File: src/rtl/seq_padlock.sv
// Sequential-code padlock: one press per digit, inactivity timeout, optional
// failed-attempt lockout enabled by defining PADLOCK_LOCKOUT_EN.
module seq_padlock #(
  parameter int NUM_BUTTONS    = 10,
  parameter int DIGIT_W        = 4,
  parameter int CODE_LEN       = 4,
  parameter logic [CODE_LEN*DIGIT_W-1:0] CODE = 16'h2049,
  parameter int TIMEOUT_CYCLES = 1000,
  parameter int MAX_FAILS      = 3,
  parameter int LOCKOUT_CYCLES = 4096,
  localparam int FW = $clog2(MAX_FAILS + 1),
  localparam int IW = (CODE_LEN > 1) ? $clog2(CODE_LEN) : 1
) (
  input  logic                   clk,
  input  logic                   reset,
  input  logic [NUM_BUTTONS-1:0] but,
  input  logic                   open,
  output logic                   lock,
  output logic                   armed,
  output logic                   lockout,
  output logic                   bad_code,
  output logic [FW-1:0]          fail_count,
  output logic [1:0]             dbg_state,
  output logic [IW-1:0]          dbg_idx
);

  localparam logic [1:0] S_ENTER   = 2'd0;
  localparam logic [1:0] S_ARMED   = 2'd1;
  localparam logic [1:0] S_OPEN    = 2'd2;
  localparam logic [1:0] S_LOCKOUT = 2'd3;

  localparam int TW = $clog2(TIMEOUT_CYCLES + 1);
  localparam int LW = $clog2(LOCKOUT_CYCLES + 1);

  if (NUM_BUTTONS > 2**DIGIT_W || CODE_LEN < 1 || MAX_FAILS < 1 ||
      TIMEOUT_CYCLES < 1 || LOCKOUT_CYCLES < 1) begin : g_bad_params
    $error("seq_padlock: invalid parameter set");
  end

  logic [1:0]             state;
  logic [IW-1:0]          idx;
  logic                   err;
  logic [TW-1:0]          idle_cnt;
  logic [NUM_BUTTONS-1:0] but_s, but_p;
  logic                   press_r;
  logic [DIGIT_W-1:0]     dig_r;
  logic                   dig_ok_r;

  logic                   hold;
  logic                   onehot;
  logic [DIGIT_W-1:0]     dig;
  logic                   press_c;
  logic [DIGIT_W-1:0]     exp_dig;
  logic                   match;
  logic                   last;
  logic                   idle_run;
  logic                   timeout;
  logic                   bad_ev;
  logic                   to_lockout;
  logic                   lock_exit;
  logic                   open_exit;

  // Digit decode from the synchronised buttons; multi-button values never match.
  always_comb begin
    onehot = (but_s != '0) && ((but_s & (but_s - NUM_BUTTONS'(1))) == '0);
    dig    = '0;
    for (int i = 0; i < NUM_BUTTONS; i++) begin
      if (but_s[i]) dig = DIGIT_W'(i);
    end
  end

  assign press_c  = (but_s != '0) && (but_p == '0) && !hold;
  assign exp_dig  = CODE[idx*DIGIT_W +: DIGIT_W];
  assign match    = dig_ok_r && (dig_r == exp_dig);
  assign last     = (idx == IW'(CODE_LEN - 1));
  assign idle_run = ((state == S_ENTER) && (idx != '0)) || (state == S_ARMED);
  assign timeout  = idle_run && (idle_cnt == TW'(TIMEOUT_CYCLES - 1));
  assign bad_ev   = (state == S_ENTER) && press_r && last && (err || !match);
  assign open_exit = (state == S_OPEN) && !open;

  // All-ones reset of the input stage hides buttons held through reset.
  always_ff @(posedge clk) begin
    if (reset) begin
      but_s    <= '1;
      but_p    <= '1;
      press_r  <= 1'b0;
      dig_r    <= '0;
      dig_ok_r <= 1'b0;
    end else begin
      but_s    <= but;
      but_p    <= but_s;
      press_r  <= press_c;
      dig_r    <= dig;
      dig_ok_r <= onehot;
    end
  end

`ifdef PADLOCK_LOCKOUT_EN
  logic [LW-1:0] lock_cnt;
  logic          hold_r;

  assign hold       = hold_r;
  assign lockout    = (state == S_LOCKOUT);
  assign to_lockout = bad_ev && (fail_count >= FW'(MAX_FAILS - 1));
  assign lock_exit  = (state == S_LOCKOUT) && (lock_cnt == LW'(LOCKOUT_CYCLES - 1));

  always_ff @(posedge clk) begin
    if (reset) begin
      lock_cnt   <= '0;
      fail_count <= '0;
      hold_r     <= 1'b0;
    end else begin
      if (state == S_LOCKOUT) lock_cnt <= lock_exit ? '0 : lock_cnt + 1'b1;
      else                    lock_cnt <= '0;
      if (lock_exit || open_exit) fail_count <= '0;
      else if (bad_ev)            fail_count <= to_lockout ? FW'(MAX_FAILS) : fail_count + 1'b1;
      // A button still down when lockout ends must be released before it counts.
      if (state == S_LOCKOUT)  hold_r <= 1'b1;
      else if (but_s == '0)    hold_r <= 1'b0;
    end
  end
`else
  assign hold       = 1'b0;
  assign lockout    = 1'b0;
  assign to_lockout = 1'b0;
  assign lock_exit  = 1'b0;
  assign fail_count = '0;
`endif

  always_ff @(posedge clk) begin
    if (reset) begin
      state    <= S_ENTER;
      idx      <= '0;
      err      <= 1'b0;
      idle_cnt <= '0;
      lock     <= 1'b1;
      bad_code <= 1'b0;
    end else begin
      bad_code <= 1'b0;
      idle_cnt <= (idle_run && !press_r) ? idle_cnt + 1'b1 : '0;
      case (state)
        S_ENTER: begin
          if (press_r) begin
            idle_cnt <= '0;
            if (last) begin
              idx <= '0;
              err <= 1'b0;
              if (!bad_ev)         state <= S_ARMED;
              else begin
                bad_code <= 1'b1;
                if (to_lockout)    state <= S_LOCKOUT;
              end
            end else begin
              idx <= idx + 1'b1;
              err <= err | !match;
            end
          end else if (timeout) begin
            idx      <= '0;
            err      <= 1'b0;
            idle_cnt <= '0;
          end
        end
        S_ARMED: begin
          if (press_r || timeout) begin
            state    <= S_ENTER;
            idx      <= '0;
            err      <= 1'b0;
            idle_cnt <= '0;
          end else if (open) begin
            state    <= S_OPEN;
            lock     <= 1'b0;
            idle_cnt <= '0;
          end
        end
        S_OPEN: begin
          if (open_exit) begin
            state <= S_ENTER;
            lock  <= 1'b1;
          end
        end
        S_LOCKOUT: begin
          if (lock_exit) begin
            state <= S_ENTER;
            idx   <= '0;
            err   <= 1'b0;
          end
        end
        default: state <= S_ENTER;
      endcase
    end
  end

  assign armed     = (state == S_ARMED);
  assign dbg_state = state;
  assign dbg_idx   = idx;

endmodule

File: config.mk
export PLATFORM = sky130hd
export DESIGN_NAME = seq_padlock
export DESIGN_NICKNAME = d
export VERILOG_FILES = /design/src/rtl/seq_padlock.sv
export SDC_FILE = /design/constraint.sdc
export NUM_CORES = 1
export LEC_CHECK = 0
export ABC_AREA = 1
export BUFFER_PORTS_ARGS = -buffer_cell sky130_fd_sc_hd__buf_2
export CAP_MARGIN = 20
export CORE_MARGIN = 3
export CORE_UTILIZATION = 42
export CTS_CLUSTER_DIAMETER = 30
export DETAILED_ROUTE_END_ITERATION = 8
export REMOVE_ABC_BUFFERS = 1
export SLEW_MARGIN = 5
export SYNTH_ARGS = -nofsm -noshare
export SYNTH_HDL_FRONTEND = slang
export SYNTH_SLANG_ARGS = --single-unit
File: constraint.sdc
create_clock -name clk -period 1.5 [get_ports clk]
set_input_delay 0.075 -clock clk [delete_from_list [all_inputs] [get_ports clk]]
set_output_delay 0.075 -clock clk [all_outputs]
set_load 0.02 [all_outputs]
Word-level counts from Yosys, hierarchy flattened:

Index checks and enable logic that the tools add are counted.

* $add $sub $neg: 3
* multipliers: 0
* divide/modulo/power cells: 0
* magnitude comparators: 0
* eq/ne operators: 15
* shifts and indexed selects: 1
* muxes and demuxes: 37
* bitwise gates (word level): 6
* reduce and logical (&&, ||, !) cells: 28

Operators with widths (count)
* 2-to-1 mux 10 bit: 5
* 2-to-1 mux 2 bit: 12
* logical NOT 10 bit: 2
* one-hot mux 10 bit (2 select lines): 1
* variable part select 16 x 5 -> 4 bit, first input constant: 1
* 2-to-1 mux 3 bit: 4
* != test 2 bit, second input constant: 6
* adder 10 x 1 -> 10 bit, second input constant: 1
* bitwise AND 10 bit: 1
* == test 10 bit, second input constant: 1
* logical AND 1 bit: 10
* nonzero test 10 bit: 1
* subtractor 10 x 1 -> 10 bit, second input constant: 1
* 2-to-1 mux 1 bit: 9
* 2-to-1 mux 4 bit: 2
* == test 2 bit, second input constant: 3
* one-hot mux 2 bit (3 select lines): 1
* AND reduction 6 bit: 1
* nonzero test 2 bit: 3
* == test 4 bit: 1
* inverter 1 bit: 4
* one-hot mux 1 bit (2 select lines): 2
* one-hot mux 2 bit (2 select lines): 1
* AND reduction 4 bit: 1
* other kinds (12): 16

* register bits: 43
* bits in latches: 0
* bits in writable memories: 0
* bits in read-only memories: 0
* input port bits: 13
* output and inout bits: 10
* logic and storage cells: 102
* memories: 0

Longest topological paths before layout:

Gate-level depths: netlist of run 1.

* depth in word-level cells: 10
* mapped depth: 12

Worst setup path before layout of run 1:

Ideal clock, no wire load.

* path kind: register -> register
* start: register state[0] (netlist: dbg_state[0])
* end: register lock
* library setup time: 0.133 ns
* arrival time: 1.563 ns
* setup slack: -0.196 ns
* stages on the path, launching flop included: 9
* path buffers: 0
* clock period less this slack: 1.696 ns
* path through: dfxtp_1 -> ha_1 -> inv_1 -> nand2_1 -> nand4_2 -> nand2_2 -> nand2_1 -> nand3_1 -> nand3_1

* elaborated cells between the ends (all ways): 14

RTL lines
* from (decl): RTL line 40 `logic [1:0] state;`
* from (signal assigned): RTL line 132 `state <= S_ENTER;`
* from (signal assigned): RTL line 148 `if (!bad_ev) state <= S_ARMED;`
* from (signal assigned): RTL line 151 `if (to_lockout) state <= S_LOCKOUT;`
* == test 2 x 1 -> 1 bit (*)
* named net armed: RTL line 19 `output logic armed,`
* logical OR 1 bit: RTL line 76 `assign idle_run = ((state == S_ENTER) && (idx != '0)) || (state == S_ARMED);`
* logical AND 1 bit: RTL line 77 `assign timeout = idle_run && (idle_cnt == TW'(TIMEOUT_CYCLES - 1));`
* logical OR 1 bit: RTL line 164 `if (press_r || timeout) begin`
* != test 2 bit (no line)
* AND reduction 4 bit (no line)
* to (signal assigned): RTL line 136 `lock <= 1'b1;`
* to (signal assigned): RTL line 171 `lock <= 1'b0;`
* to (signal assigned): RTL line 178 `lock <= 1'b1;`
* to (decl): RTL line 18 `output logic lock,`

Mark *: on every way through the listed nets, which the timed path passes. The rest lies on a longest branch.
A chain may end at the register's enable or synchronous reset.

Worst setup path after layout of run 1:

* start: register idx[0] (netlist: dbg_idx[0])
* end: register idx[1] (netlist: dbg_idx[1])

* word-level cells in the longest chain between the ends: 7
* elaborated cells between the ends (all ways): 13

RTL lines
* from (decl): RTL line 41 `logic [IW-1:0] idx;`
* from (signal assigned): RTL line 154 `idx <= idx + 1'b1;`
* parallel branches: the longest is 7 deep, another holds adder 2 x 1 -> 2 bit

Several ways; the timed one is not identified.

==> run summary, run 1 <==
The root buffer cell chosen for the clock tree is clkbuf_8. The die outline area was 0.00532 sq mm. The run gives 15 as the pin count of the biggest net entering global routing.

The achievable frequency is 689 MHz. The number of placed instances, taps included, is 319. The first TritonRoute pass finished after 4 iterations. The required time reported for the critical path endpoint was 1740 ps. For the final weighted congestion in routability-driven placement, the log shows 0.824.

The flip-flop cell with the highest count after synthesis was dfxtp_1. Cell-internal power: 1890 uW. After routing the design area is 0.00245 sq mm.

The mapped netlist covers 0.00188 sq mm. Setup repair after global routing could not meet its margin everywhere. The launch point of the critical path is dbg_idx[0]. The number of buffers inserted during clock tree synthesis was 5; the count of input and output buffers was 19.

The worst register-to-register path ends at dbg_idx[1]. The critical setup path kind was register to register. The switching share of total power is 0.196, and the number of antenna violations at the first check in global routing is 0.

Worst hold path startpoint: reset. Shortest period the worst path allows: 1450 ps. The die is 72.9 microns wide. The tools report the clock network power share as 0.449. The clock tree buffer depth was 2; the total power divided by cell area was 961 mW/mm^2.

The tools report the via count of the first global-routing pass as 1520. Count of endpoints failing setup in the final report: 0. After detailed routing, the number of remaining DRC violations is 0. The startpoint identified for the worst register-to-register timing path is dbg_idx[0]. The violation count after the first detailed-route iteration is 68. After technology mapping, the gate count stands at 243.

Data arrives at the worst endpoint at 1690 ps. The run gives 0.00209 sq mm as the post-placement cell area. The worst setup path is launched from a register. In the final design database the tool counted 310 nets. The repair_antennas step left the layout with diodes totalling 0. The kind of path behind the tightest hold check is input port to register. For this run the aggregate overflow at the end of global routing stands at 0. Number of clock sinks: 43. Global-route usage over all layers: 0.154.

Number of synthesized flops with an enable pin: 0. The portion of the clock cycle consumed by the worst path in the final layout was 0.967; the combinational group share of total power was 0.048. The average routed wire per standard cell was 11.1 microns.

The synthesis-stage register bit count came out at 43. IR analysis of the VDD net gives a maximum drop of 0.000593 V. Pin placement for this block handled 23 I/O pins. For the final database, setup skew stands at 4.70 ps.

The logs give 0.451 for the initial core utilization and 2550 microns for the estimated wirelength of the detail-placed design. The H-tree was split into 2 levels. In this run the static leakage power is 0.00110 uW.

The tools report the final hold violation count as 0. Counting cells, the worst reg-to-reg path comes to 11. The run finished with clean final reports. The fraction of power consumed by sequential logic was 0.503. The first global-routing pass estimated 6210 microns of wire. The total area inside the core boundary comes to 0.00417 sq mm. The area growth from synthesis to layout is 30.0%. The tools report the number of max-slew violations in the final report as 0.

The proportion of layout cells with a drive suffix above 1 works out to 0.297. Summed over all failing endpoints, the final setup total negative slack is 0 ps. The detail-routed via count per cell was 4.81; the post-layout instance count excluding filler cells was 340.

The endpoint of the most critical setup path was dbg_idx[1]. For this run, the number of Yosys warnings is 0. The total wirelength of the detailed-routed design came out at 3790 microns. The synthesized netlist contains 30 unique library cells.

The setup check on the worst reg-to-reg path leaves a slack of 50 ps. The tools report the capturing element type of the critical path as a register. TritonCTS built the clock tree.

The number of rows created at floorplan is 23, and the clock latency on the worst-skew pair is 300 ps. Along the worst path, the maximum fanout reaches 5. The tools report the net switching power of the design as 460 uW.

The sequential area share after synthesis is 0.457, and the clock-pin slew of the registers on the worst-case setup and hold paths is 80 ps. The async set-reset flop share out of synthesis is 0, and the height of the chip is 72.9 microns. The detailed router placed 1636 vias in this run.

The count of nets left with antenna violations once routing finished came out at 0. The tool flagged a number of max-cap violations equal to 0. Each instance of the synthesized netlist takes up on average 7.74 sq um.
[synthesized netlist by cell type (2+ instances only)]
library cell | number | area share
buf_4 | 3 | 0.012
o21ai_1 | 3 | 0.0080
a21oi_1 | 8 | 0.021
nand2_2 | 2 | 0.0066
nand3_1 | 11 | 0.029
dfxtp_1 | 43 | 0.46
nand2_4 | 2 | 0.012
ha_1 | 8 | 0.053
nor3_1 | 5 | 0.013
inv_2 | 3 | 0.0060
nor2_4 | 2 | 0.012
nand3_2 | 2 | 0.011
a31oi_1 | 3 | 0.010
nor4_1 | 2 | 0.0066
xnor2_1 | 2 | 0.0093
nand2_1 | 47 | 0.094
o21ai_0 | 3 | 0.0080
inv_1 | 28 | 0.056
clkbuf_1 | 2 | 0.0040
or2_2 | 10 | 0.033
xor2_1 | 5 | 0.023
nor2_1 | 39 | 0.078
nand4_1 | 3 | 0.010
[power groups by stage]
| stage | logic, uW | clock network (uW) | registers [uW] |
|---|---|---|---|
| finish | 112 | 1060 | 1180 |
| CTS | 110 | 1080 | 1180 |
| global route | 128 | 1120 | 1190 |
| detailed placement | 89.5 | 0 | 1210 |
| floorplan | 53.5 | 0 | 1210 |
| global placement | 88.3 | 0 | 1210 |
[what timing repair did]
action	CTS	global route
resized for setup	9	22
endpoints found under the hold margin	10	0
pin swaps	4	5
hold buffers	10	0
endpoints found under the setup margin	13	16
setup buffers	1	1
gates cloned	1	0
[worst max-delay path, cell delays in order (launching register included)]
cell and delay [ps]:
dfxtp_4 380, inv_2 40, ha_2 180, inv_1 50, nand2_1 60, nand2_2 120, nand4_4 120, nand2_4 140
nand2_4 70, nand2_1 100, o21ai_2 60, nor2_1 80
[through the flow]
step                hold slack, ps  setup slack (ps)   util  power, uW
finish                        64.4              49.5  0.586       2350
CTS                           58.6              25.8  0.570       2380
global route                  69.3             -62.6  0.586       2430
global placement               257             0.362  0.502       1300
floorplan                      144              -196      -       1260
detailed placement             259             -34.8  0.502       1300
[state kept, by name, indices dropped and copies added, names as in the netlist]
signal and count:
but_p 10, but_s 10, press_r 1, dig_ok_r 1
idle_cnt 10, dig_r 4, lock 1, dbg_state 2
bad_code 1, dbg_idx 2, err 1
[layout by cell type, fill, tap and decap left out, types with 7 or more instances in the layout]
cell	Yosys	layout
nand2_1	47	44
dfxtp_1	43	40
nor2_1	39	35
inv_1	28	24
buf_2	1	19
buf_4	3	13
nand3_1	11	10
or2_2	10	10
dlygate4sd3_1	0	10
a21oi_1	8	8
inv_2	3	7
[worst min path at each step]
stage	endpoint	slack, ps	cells past startpoint
final	bad_code	60	2
after global routing	bad_code	70	2
after CTS	bad_code	60	2
after detailed placement	but_s[8]	260	2
after global placement	but_s[3]	260	2
after floorplan	dbg_idx[0]	140	1
[final cells by class]
type,instances,area (sq um)
fillers,376,1730
well taps,50,62.6
clock inverters,2,60.1
multi-input cells,166,975
flip-flops and latches,43,867
repair buffers,42,293
clock buffers,6,72.6
inverters,31,116
[layer usage]
layer  up-vias  part of all wire  track usage
met4         0             0.016       0.0676
met2        37              0.51        0.271
li1        849                 -            -
met5         -                 0            0
met3         6             0.049       0.0510
met1       744              0.42        0.166
[kinds of logic after synthesis]
kind of cell / after synthesis / share of synthesized area
simple gates: 128 / 0.319
other cells: 1 / 0.00199
xor+xnor: 7 / 0.0326
fa+ha+maj: 8 / 0.0532
compound gates: 19 / 0.0552
flops: 43 / 0.457
buf+inv: 37 / 0.0804
Note: power is estimated with default switching activity, not from simulation.
==> run 2, diff against run 1 <==
==> constraint.sdc (replaced) <==
create_clock -name clk -period 1.85 [get_ports clk]
set_input_delay 0.0925 -clock clk [delete_from_list [all_inputs] [get_ports clk]]
set_output_delay 0.0925 -clock clk [all_outputs]
set_load 0.02 [all_outputs]
==> run summary, run 2 (synthesized netlist as in run 1, its figures left out) <==
The required time reported for the critical path endpoint is 2030 ps (+290 ps), and the height of the chip is 72.9 microns (unchanged). The number of cells on the worst reg-to-reg path is 10 (-1). The tools report the violation count after the first detailed-route iteration as 68 (unchanged). The tools report the number of max-slew violations in the final report as 0 (unchanged). The die outline area was 0.00532 sq mm (unchanged); the number of detailed-route iterations in the first pass was 4 (unchanged). The total area of sequential cells was 861 sq um (-0.72%).

The combinational group share of total power was 0.052 (+0.004). For the slack of the worst reg-to-reg path, the log shows 240 ps (+190 ps). The flow ran to the end, and the final reports show no timing, DRC or antenna violations.

The run gives 0 (unchanged) as the number of antenna violations at the first check in global routing. The number of diodes added for antenna fixing is 0 (unchanged), and the count of endpoints failing setup in the final report is 0 (unchanged). Deepest level of the CTS H-tree: 2 (unchanged). The path class of the tightest hold or removal check is input port to register. The global-route usage over all layers was 0.141 (-0.0128); the final-stage net count was 297 (-4.2%). For the clock latency on the worst-skew pair, the log shows 290 ps (about the same).

The worst register-to-register path begins at dbg_idx[0]. The tools report the filler cell count as 405 (+7.7%). The number of buffers and inverters on the critical path was 1 (-1); the detail-routed via count per cell was 4.62 (-4.0%).

Total wirelength of the detailed-routed design: 3190 microns (-16%). The worst-case clock skew came out at 4.98 ps (+0.286 ps). The number of clock sinks is 43 (unchanged), and the clock tree buffer depth is 2 (unchanged).

The fraction of power consumed by sequential logic was 0.576 (+0.073). Proportion of layout cells with a drive suffix above 1: 0.184 (-0.112). The max-capacitance violation count came out at 0 (unchanged).

Setup repair after global routing left no endpoint under its margin. The worst supply voltage drop on vdd was 0.000752 V (+27%). The aggregate global routing overflow was 0 (unchanged); the depth of the critical timing path with buffers and inverters included was 10 (-1). For the number of buffers inserted during clock tree synthesis, the log shows 5 (unchanged). Critical setup path kind: register to register. The delay of the slowest cell on the worst path works out to 420 ps (+40 ps). The largest registers in the layout are but_p: 10 flops, but_s: 10 flops, idle_cnt: 10 flops. The clock network power share was 0.373 (-0.076). The endpoint identified for the worst register-to-register timing path is dbg_state[1]. The final hold violation count is 0 (unchanged), and the via count of the first global-routing pass is 1419 (-6.6%). The setup total negative slack came out at 0 ps (unchanged). Relative to the synthesized area, the layout overhead comes to 17.9%. The number of remaining DRC errors came out at 0 (unchanged). The run gives 166 ps (+102 ps) as the post-route worst hold slack.

The tools report the first-pass GRT wire length as 5790 microns (-6.8%). STA classifies the critical path endpoint as a register. For the net switching power of the design, the log shows 372 uW (-19%).

Most common cell after layout, fill and taps aside: nand2_1. The number of vias after detailed routing is 1511 (-7.6%), and the width of the die is 72.9 microns (unchanged). The standby leakage power is 0.00101 uW (-8.2%), and the count of boundary I/O pins is 23 (unchanged). The pin count of the biggest net entering global routing was 20 (+5); the estimated wirelength of the detail-placed design was 2360 microns (-7.3%). The clock-pin slew of the registers on the worst-case setup and hold paths works out to 80 ps (about the same). Total area of multi-input combinational cells: 877 sq um (-10%). The run gives 1790 ps (+100 ps) as the arrival time at the worst endpoint. Portion of the clock cycle consumed by the worst path in the final layout: 0.870 (-0.0970).

TritonCTS built the clock tree. The switching share of total power is 0.223 (+0.0269), and the final weighted congestion in routability-driven placement is 0.842 (+2.1%). Tracing the worst setup path back leads to its startpoint at dbg_idx[0]. Shortest period the worst path allows: 1610 ps (+159 ps). Cell with the largest stage delay on the worst path: dfxtp_1. The total power divided by cell area is 752 mW/mm^2 (-22%), and the achievable frequency is 621 MHz (-9.9%). The tools report the cell at the root of the clock tree as clkbuf_8. The critical path goes through inv_1, ha_1, nor2_1, nand2_1, nand2_1, nand3_1, nand2_1, nand2_1, o21ai_0, nor2_1. The most critical setup path has its endpoint at dbg_state[1]. The worst setup path is launched from a register.

The peak fanout along the critical path was 6 (+1). Average routed wire per standard cell: 9.74 microns (-13%). The cell-internal power was 1300 uW (-31%); the area of the core region was 0.00417 sq mm (unchanged). Leaving out fill and tap cells, the most frequent cells in the layout are 47 x nand2_1, 43 x dfxtp_1, 39 x nor2_1. The post-route antenna net violation count came out at 0 (unchanged).

The count of input and output buffers is 19 (unchanged), and the number of rows created at floorplan is 23 (unchanged). The most prevalent standard cell on the critical path was nand2_1. Broken down by cell family, the worst path's largest delay share belongs to simple AND/OR/NAND/NOR gates.

Initial core utilization: 0.451 (unchanged).
==> run 2: cell types whose count changed in the layout (fill, tap and decap cells not counted), moves of 4 or more <==
cell	previous run	this run
nor2_1	35	39
inv_1	24	28
buf_4	13	1
ha_2	4	0
nor2_2	5	1
inv_2	7	3
ha_1	3	8
==> run 2: final cells by class <==
| class | instances | area share |
|---|---|---|
| clock buffer | 6 | 0.0372 |
| clock inverter | 2 | 0.00733 |
| inverter | 31 | 0.0525 |
| multi-input combinational | 165 | 0.395 |
| sequential | 43 | 0.388 |
| tap | 50 | 0.0282 |
| timing repair buffer | 30 | 0.0914 |
==> run 2: worst min path at each step <==
stage | endpoint | slack (ps) | cells past startpoint | from
after floorplan | dbg_idx[0] | 160 | 1 | reset
after global placement | but_s[4] | 270 | 2 | but[4]
after detailed placement | but_s[1] | 280 | 2 | but[1]
after CTS | dig_r[3] | 170 | 2 | reset
after global routing | dig_r[3] | 190 | 2 | reset
final | dig_r[3] | 170 | 2 | reset
==> run 2: stage by stage <==
step | setup slack [ps] | util | total power (uW) | std cells | cell area, sq um
2_1_floorplan | 154 | - | 1020 | 239 | 1850
3_3_place_gp | 224 | 0.484 | 1050 | 309 | 2020
3_5_place_dp | 235 | 0.484 | 1050 | 309 | 2020
4_1_cts | 223 | 0.532 | 1690 | 327 | 2220
5_1_grt | 1.75 | 0.532 | 1750 | 327 | 2220
6_report | 240 | 0.532 | 1670 | 327 | 2220
==> run 2: worst register-to-register path: cells and delay by family, from the launching register on <==
| kind | cells | cell delay, ps |
|---|---|---|
| compound gates | 1 | 180 |
| fa+ha+maj | 1 | 230 |
| buf+inv | 1 | 70 |
| simple gates | 7 | 620 |
| flops | 1 | 420 |
==> run 2: what timing repair did <==
action | 4_1_cts | 5_1_grt
setup buffers | 0 | 0
gates resized for setup | 0 | 0
hold endpoints to repair | 10 | 0
hold buffers | 10 | 0
==> run 2: metal layers <==
metal  global-route usage  part of all wire  up-vias  wire (microns)
li1                     -                 -      819               -
met1                0.162              0.46      654            1480
met2                0.244              0.47       33            1510
met3               0.0413             0.047        5             151
met4               0.0553             0.014        0              46
met5                    0                 0        -               0
==> run 2: power groups by stage <==
stage               Combinational [uW]  Sequential (uW)  Clock (uW)
floorplan                         43.3              980           0
global placement                  69.1              982           0
detailed placement                70.0              982           0
CTS                               86.0              960         644
global route                      98.0              963         694
finish                            85.9              960         622
==> run 3, diff against run 2 <==
--- a/config.mk
+++ b/config.mk
@@ -12,6 +12,7 @@
 export CORE_UTILIZATION = 42
 export CTS_CLUSTER_DIAMETER = 30
 export DETAILED_ROUTE_END_ITERATION = 8
+export MAX_ROUTING_LAYER = met4
 export REMOVE_ABC_BUFFERS = 1
 export SLEW_MARGIN = 5
 export SYNTH_ARGS = -nofsm -noshare
==> run summary, run 3 (synthesized netlist as in run 1, its figures left out) <==
The depth of the critical timing path with buffers and inverters included came out at 10 (unchanged). The pin count of the biggest net entering global routing was 20 (unchanged); the number of rows created at floorplan was 23 (unchanged). Setup repair after global routing left no endpoint under its margin. The detail-routed via count per cell was 4.62 (unchanged). For this design, the slowest cell found on the critical path is dfxtp_1. The setup total negative slack was 0 ps (unchanged); the clock-pin slew of the registers on the worst-case setup and hold paths was 80 ps (about the same).

The path class of the tightest hold or removal check is input port to register. The final-stage net count is 297 (unchanged), and the post-route antenna net violation count is 0 (unchanged). The max-capacitance violation count was 0 (unchanged). The height of the chip works out to 72.9 microns (unchanged). The proportion of layout cells with a drive suffix above 1 is 0.184 (unchanged).

The number of buffers inserted during clock tree synthesis was 5 (unchanged); the number of diodes added for antenna fixing was 0 (unchanged). Total area of multi-input combinational cells: 877 sq um (unchanged). The area added between synthesis and finish was 17.9% (unchanged). The estimated wirelength of the detail-placed design was 2360 microns (unchanged); the first-pass GRT wire length was 5790 microns (unchanged).

The number of detailed-route iterations in the first pass is 4 (unchanged). In this run the worst setup path terminates at dbg_state[1]. The cell at the root of the clock tree was clkbuf_8.

The library cell used most frequently in the layout, excluding fill and tap cells, is nand2_1. The run gives 0.855 (+1.6%) as the final weighted congestion in routability-driven placement. The final hold violation count is 0 (unchanged), and the width of the die is 72.9 microns (unchanged). The slack of the worst reg-to-reg path was 240 ps (about the same). The logs give 4.95 ps (-0.0367 ps) for the worst-case clock skew and 0.146 (+0.00500) for the global-route usage over all layers. Reg-to-reg endpoint: dbg_state[1].

The tools report the aggregate global routing overflow as 0 (unchanged). The setup fix buffers added after clock tree synthesis came out at 0 (unchanged). The number of remaining DRC errors is 0 (unchanged).

The worst reg2reg path startpoint is dbg_idx[0]. The number of clock sinks came out at 43 (unchanged). The arrival time at the worst endpoint is 1790 ps (about the same). TritonCTS built the clock tree.

STA classifies the critical path startpoint as a register. The count of boundary I/O pins is 23 (unchanged). The run gives 0.00532 sq mm (unchanged) as the die outline area.

The clock tree buffer depth came out at 2 (unchanged). Area of the core region: 0.00417 sq mm (unchanged). For the standby leakage power, the log shows 0.00101 uW (unchanged). For the initial core utilization, the log shows 0.451 (unchanged). The number of cells on the worst reg-to-reg path is 10 (unchanged). The required time reported for the critical path endpoint is 2030 ps (about the same), and the peak fanout along the critical path is 6 (unchanged). The tools report the final core utilization as 0.532 (unchanged).

The run gives 0 (unchanged) as the number of max-slew violations in the final report. The tools report the clock latency on the worst-skew pair as 290 ps (about the same). The tools report the capturing element type of the critical path as a register.

The filler cell count is 405 (unchanged), and the violation count after the first detailed-route iteration is 86 (+26%). The number of vias after detailed routing was 1511 (unchanged). The worst setup path is of the register to register kind. The count of endpoints failing setup in the final report is 0 (unchanged). The logs give 0.000753 V (about the same) for the worst supply voltage drop on vdd and 621 MHz (about the same) for the achievable frequency. The flow ran to the end, and the final reports show no timing, DRC or antenna violations.

The average routed wire per standard cell works out to 9.75 microns (about the same). The delay of the slowest cell on the worst path came out at 420 ps (about the same). Walking the worst path, the cells encountered are inv_1, ha_1, nor2_1, nand2_1, nand2_1, nand3_1, nand2_1, nand2_1, o21ai_0, nor2_1.

The via count of the first global-routing pass is 1416 (-0.21%), and the number of antenna violations at the first check in global routing is 0 (unchanged). The cell family contributing the most delay on the critical path is simple AND/OR/NAND/NOR gates. The portion of the clock cycle consumed by the worst path in the final layout came out at 0.870 (about the same). The total power divided by cell area is 752 mW/mm^2 (about the same), and the count of input and output buffers is 19 (unchanged). Most prevalent standard cell on the critical path: nand2_1.

Number of buffers and inverters on the critical path: 1 (unchanged). The shortest period the worst path allows is 1610 ps (+0.121 ps), and the total wirelength of the detailed-routed design is 3190 microns (about the same). In the final layout, the registers with the most flip-flops are but_p: 10 flops, but_s: 10 flops, idle_cnt: 10 flops. The launch point of the critical path is dbg_idx[0]. The run gives 861 sq um (unchanged) as the total area of sequential cells.

In the layout the commonest cells are 47 x nand2_1, 43 x dfxtp_1, 39 x nor2_1. The run gives 2 (unchanged) as the deepest level of the CTS H-tree.
## run 3: cell counts in the layout (fill, tap and decap cells not counted)
Identical to the previous run, type by type.
## run 3: report_power, final
part	switching [uW]	internal (uW)
logic	43.6	42.3
registers	10.6	949
clock network	318	305
total	372	1300
## run 3: how the worst min path moves through the flow
stage / start / end / slack [ps] / cells past startpoint
after floorplan: reset / dbg_idx[0] / 160 / 1
after global placement: but[4] / but_s[4] / 270 / 2
after detailed placement: but[1] / but_s[1] / 280 / 2
after CTS: reset / dig_r[3] / 170 / 2
after global routing: reset / dig_r[3] / 190 / 2
final: reset / dig_r[3] / 170 / 2
## run 3: per-stage QoR
stage                     power, uW  worst slack (ps)  cells  cell area, sq um  hold slack [ps]
after global routing           1760              1.73    327              2220              185
after global placement         1050               224    309              2020              275
after detailed placement       1050               235    309              2020              276
after floorplan                1020               154    239              1850              162
after CTS                      1690               223    327              2220              166
final                          1670               240    327              2220              165
## run 3: repair_timing
item                                   in CTS  in global routing
hold buffers                               10                  0
resized for setup                           0                  0
endpoints found under the hold margin      10                  0
## run 3: final cells by class
type / instances / share of cell area
Clock inverter: 2 / 0.00733
Clock buffer: 6 / 0.0372
Sequential cell: 43 / 0.388
Multi-Input combinational cell: 165 / 0.395
Tap cell: 50 / 0.0282
Inverter: 31 / 0.0525
Timing Repair Buffer: 30 / 0.0914
## run 3: worst register-to-register path, stage by stage, from the launching register on
cell and delay, ps:
dfxtp_1 420, inv_1 70, ha_1 230, nor2_1 110
nand2_1 50, nand2_1 50, nand3_1 100, nand2_1 130
nand2_1 110, o21ai_0 180, nor2_1 70
## run 3: routing by layer
layer / up-vias / wire [microns] / track usage
met4: 0 / 46 / 0.0553
met1: 654 / 1480 / 0.162
li1: 819 / - / -
met3: 5 / 154 / 0.0455
met5: - / 0 / -
met2: 33 / 1510 / 0.244
